**src/rtl/mul_rr_arbiter.sv**
```systemverilog
// Round-robin arbiter sharing one signed 18x16 Q15 multiplier among N_REQ requesters.
// Two registered stages (operands, result) with valid/ready backpressure on the result port.
module mul_rr_arbiter #(
  parameter int unsigned N_REQ = 4,
  parameter int unsigned ID_W  = 2
) (
  input  logic                  clk,
  input  logic                  rst_n,
  input  logic [N_REQ-1:0]      req,
  input  logic [18*N_REQ-1:0]   a_in,
  input  logic [16*N_REQ-1:0]   b_in,
  output logic [N_REQ-1:0]      gnt,
  output logic [15:0]           q_out,
  output logic                  q_valid,
  output logic [ID_W-1:0]       q_id,
  input  logic                  q_ready,
  output logic                  busy
);

  logic                    advance;
  logic [ID_W-1:0]         ptr;
  logic [ID_W-1:0]         ptr_nxt;
  logic [ID_W-1:0]         gnt_idx;
  logic [ID_W-1:0]         idx;
  logic                    found;

  logic                    v1;
  logic signed [17:0]      opa;
  logic signed [15:0]      opb;
  logic [ID_W-1:0]         id1;

  logic signed [33:0]      prod;
  logic                    unused_prod;

  assign advance = !q_valid || q_ready;
  assign busy    = v1 | q_valid;

  // Intended to map onto a single DSP between the two pipeline stages.
  assign prod        = opa * opb;
  assign unused_prod = ^{prod[32:30], prod[14:0]};

  // Search from ptr upward (mod N_REQ); grant is suppressed while stalled or in reset.
  always_comb begin
    gnt     = '0;
    gnt_idx = '0;
    found   = 1'b0;
    idx     = '0;
    if (rst_n && advance) begin
      for (int k = 0; k < int'(N_REQ); k++) begin
        idx = ID_W'((int'(ptr) + k) % int'(N_REQ));
        if (!found && req[idx]) begin
          gnt[idx] = 1'b1;
          gnt_idx  = idx;
          found    = 1'b1;
        end
      end
    end
  end

  always_comb begin
    ptr_nxt = (int'(gnt_idx) == int'(N_REQ) - 1) ? '0 : gnt_idx + ID_W'(1);
  end

  always_ff @(posedge clk or negedge rst_n) begin
    if (!rst_n) begin
      v1      <= 1'b0;
      opa     <= '0;
      opb     <= '0;
      id1     <= '0;
      ptr     <= '0;
      q_valid <= 1'b0;
      q_out   <= '0;
      q_id    <= '0;
    end else if (advance) begin
      q_valid <= v1;
      q_out   <= {prod[33], prod[29:15]};
      q_id    <= id1;
      v1      <= found;
      if (found) begin
        opa <= a_in[int'(gnt_idx)*18 +: 18];
        opb <= b_in[int'(gnt_idx)*16 +: 16];
        id1 <= gnt_idx;
        ptr <= ptr_nxt;
      end
    end
  end

endmodule

```
**config.mk**
```make
export PLATFORM = sky130hd
export DESIGN_NAME = mul_rr_arbiter
export DESIGN_NICKNAME = d
export VERILOG_FILES = /design/src/rtl/mul_rr_arbiter.sv
export SDC_FILE = /design/constraint.sdc
export NUM_CORES = 1
export LEC_CHECK = 0
export ABC_AREA = 1
export BUFFER_PORTS_ARGS = -buffer_cell sky130_fd_sc_hd__buf_2
export CORE_ASPECT_RATIO = 0.9
export CORE_MARGIN = 3
export CORE_UTILIZATION = 41
export CTS_BUF_LIST = sky130_fd_sc_hd__clkbuf_4
export DETAILED_ROUTE_END_ITERATION = 7
export PLACE_DENSITY = 0.6
export SYNTH_ARGS = -nofsm -noshare
export SYNTH_HDL_FRONTEND = slang
export SYNTH_SLANG_ARGS = --single-unit
```
**constraint.sdc**
```tcl
create_clock -name clk -period 6.6 [get_ports clk]
set_input_delay 0.66 -clock clk [delete_from_list [all_inputs] [get_ports clk]]
set_output_delay 0.66 -clock clk [all_outputs]
set_load 0.02 [all_outputs]
```
==> summary.txt <==
CTS
  • H-tree levels: 3
  • Postcts setup bufs: 0
  • Clock Sinks: 58
  • Hold buffer count at CTS: 0
  • Clock buffer depth: 2
  • Skew-Pair Late Insertion Delay: 0.47 ns
  • Resized cells post-CTS: 0
  • Reg clk slew, reported paths: 0.13 ns
  • Inserted Clock Buffers: 9
  • CTS tree: done
  • Root Buffer: clkbuf_4

Layout
  • Register area: approximately 1500 sq um
  • Fillcell total: 3,799
  • Most frequent cells in the layout: 598 x nand2_1, 563 x inv_1, 289 x fa_1, 166 x buf_2, 161 x nand3_1
  • Nets: 2,722
  • Most common cell after layout, fill and taps aside: nand2_1
  • Multi-input logic area: ~11,000 sq um
  • Finished Layout Cells: between 2,000 and 3,000
  • Antenna diode count: 0
  • Layout area overhead: 8.63%
  • Share of layout cells above drive strength 1: 10.3%

STA
  • Fmax: roughly 160 MHz
  • Max-slew headroom: 28.4%
  • RSZ-0062 raised after global routing: no
  • Final TNS setup: 0 ns
  • Period utilization: ~94%
  • Final hold viol count: 0
  • Final min period: 6.20 ns
  • Layout Skew: around 0.023 ns
  • Final setup viols: 0
  • Worst slew pin tran: roughly 1.1 ns
  • Slew Viols, Final: 0

Logic synthesis
  • Area leader, netlist: fa_1
  • Top cell type's share of synthesized area: between 30% and 40%
  • Syn_nets: 2,621
  • Sequential share of the synthesized area: 9.46%
  • #FFs+latches synth: 58
  • Total of warnings raised by yosys: 0
  • Yosys cell types: 38
  • Netlist Area Pre-Place: 15,300 sq um
  • Mapped Cells: 2,097
  • Synth top area cells: fa_1 38%, nand2_1 15%, inv_1 14%
  • Mapped Avg Cell Area: roughly 7.3 sq um

Placement
  • Port Buffers: 166
  • Cells after DPL: 2,663
  • Dpl hpwl: 34.7 mm
  • Routability Congestion: slightly above 0.9

Critical path
  • CP Buf/Inv Count: 3
  • Worst path most repeated cell: fa_1
  • Critical path peak fanout: 12
  • Critical Path Start Type: flip-flop
  • CP arrival: 6.62 ns
  • Delay-heaviest family, CP: adder cells
  • Slowest CP cell: dfrtp_1
  • Worst Setup End Kind: flip-flop
  • CP cell instances: buf_4 -> nand2_1 -> fa_1 -> inv_1 -> fa_1 -> fa_1 -> fa_1 -> fa_1 -> fa_1 -> ha_1 -> nand2_1 -> nor2_1 -> inv_1 -> nor2_1 -> o21ai_0 -> nand3_1 -> or2_2 -> nand3_1 -> nand2_1
  • Worst EP required: about 7.0 ns
  • Crit path kind: reg2reg
  • CP peak stage delay: about 0.74 ns

Floorplanning
  • Die Y: about 190 um
  • Row count: 66
  • Starting Density: 42.0%
  • Die Width: 210 um
  • Area of the core: 36,500 sq um
  • DIE AREA: 39,800 sq um
  • I/O pin cnt: about 170

Drt
  • Avg Vias per Cell: approximately 4.9
  • DRC Markers: 0
  • WL final: 41.1 mm
  • DR vias: between 10,000 and 15,000
  • Final ANT Viol Nets: 0
  • First drt pass iteration count: 6
  • Starting DRT DRC Count: 841
  • Drt wl/cell: 15.3 um

GRT
  • GRT overflow: 0
  • Largest net degree at the start of global routing: 59
  • Global Route Usage Sum: 21.5%
  • First-pass GRT wire length: 69.3 mm
  • Initial antenna violation count: 0
  • Vias in the first global route: roughly 14,000

Worst hold path
  • Min-delay worst type: in2async

Run
  • Number of max-cap violations: 0

Outcome
  • Status: completed
## layer usage
metal | part of all wire [%] | track usage, %
met5 | 0 | 0
met4 | 1.2 | 3.30
met3 | 5.6 | 3.35
met2 | 48 | 36.0
met1 | 46 | 30.4
## registers in the layout (all words and copies together) (netlist names)
name	count
id1	2
opa	18
opb	16
ptr	2
q_id	2
q_out	16
q_valid	1
v1	1
## synthesized netlist by cell type (all sizes together)
| cell | count |
|---|---|
| nand2 | 607 |
| inv | 565 |
| fa | 289 |
| nand3 | 162 |
| ha | 92 |
| nor2 | 73 |
| clkbuf | 69 |
| dfrtp | 58 |
| o21bai | 38 |
| buf | 33 |
| o21ai | 26 |
| a21oi | 23 |
| nand4 | 10 |
| or2 | 8 |
| nor3 | 7 |
| xnor2 | 6 |
| a21o | 5 |
| a31oi | 5 |
| xor2 | 5 |
| nand3b | 4 |
| a21boi | 3 |
| a211oi | 2 |
| a22oi | 2 |
| o211ai | 2 |
| o31ai | 2 |
| o21a | 1 |
## worst register-to-register path, cell delays in order (launching register included)
cell     delay (ns)
dfrtp_1        0.74
buf_4          0.29
nand2_1        0.09
fa_1           0.57
inv_1          0.05
fa_1           0.48
fa_1           0.57
fa_1           0.46
fa_1           0.52
fa_1           0.45
ha_1           0.48
nand2_1        0.16
nor2_1         0.39
inv_1          0.11
nor2_1         0.22
o21ai_0        0.15
nand3_1        0.13
or2_2          0.11
nand3_1        0.07
nand2_1        0.10
## path summary, 6_finish.rpt
| path | startpoint | endpoint | slack [ns] | cells after the start |
|---|---|---|---|---|
| max reg2reg | opb[7]$_DFFE_PN0P_ | q_out[10]$_DFFE_PN0N_ | 0.40 | 19 |
| max in group asynchronous | rst_n | opa[1]$_DFFE_PN0P_ | 5.58 | 2 |
| min reg2reg | v1$_DFFE_PN0N_ | q_valid$_DFFE_PN0N_ | 0.48 | 2 |
| min | rst_n | q_out[8]$_DFFE_PN0N_ | 0.43 | 2 |
| min in group clk | v1$_DFFE_PN0N_ | q_valid$_DFFE_PN0N_ | 0.48 | 2 |
| max | opb[7]$_DFFE_PN0P_ | q_out[10]$_DFFE_PN0N_ | 0.40 | 19 |
## per-stage QoR
stage / worst slack (ns) / instance area [sq um] / util (%) / hold slack [ns]
after floorplan: 0.888 / 15300 / - / 0.364
after global placement: 0.611 / 16500 / 45.3 / 0.454
after detailed placement: 0.571 / 16500 / 45.3 / 0.464
after CTS: 0.529 / 16700 / 45.7 / 0.418
after global routing: 0.118 / 16700 / 45.7 / 0.468
final: 0.400 / 16700 / 45.7 / 0.429
## logic make-up after synthesis
group | share of synthesized area, %
AO/OA/AOI/OAI | 4.57
XOR/XNOR | 0.628
adder cells (fa/ha/maj) | 45.2
buffers and inverters | 16.7
flip-flops | 9.46
AND/OR/NAND/NOR | 23.4
## cell type report
type | instances | share of cell area (%)
inverters | 565 | 12.7
well taps | 476 | 3.57
multi-input cells | 1372 | 68.0
clock inverters | 7 | 0.360
flip-flops and latches | 58 | 8.71
clock buffers | 9 | 0.405
repair buffers | 192 | 6.23
Power is not shown: default switching activity piles up to over one toggle a cycle in this logic, so the estimate is an artifact.
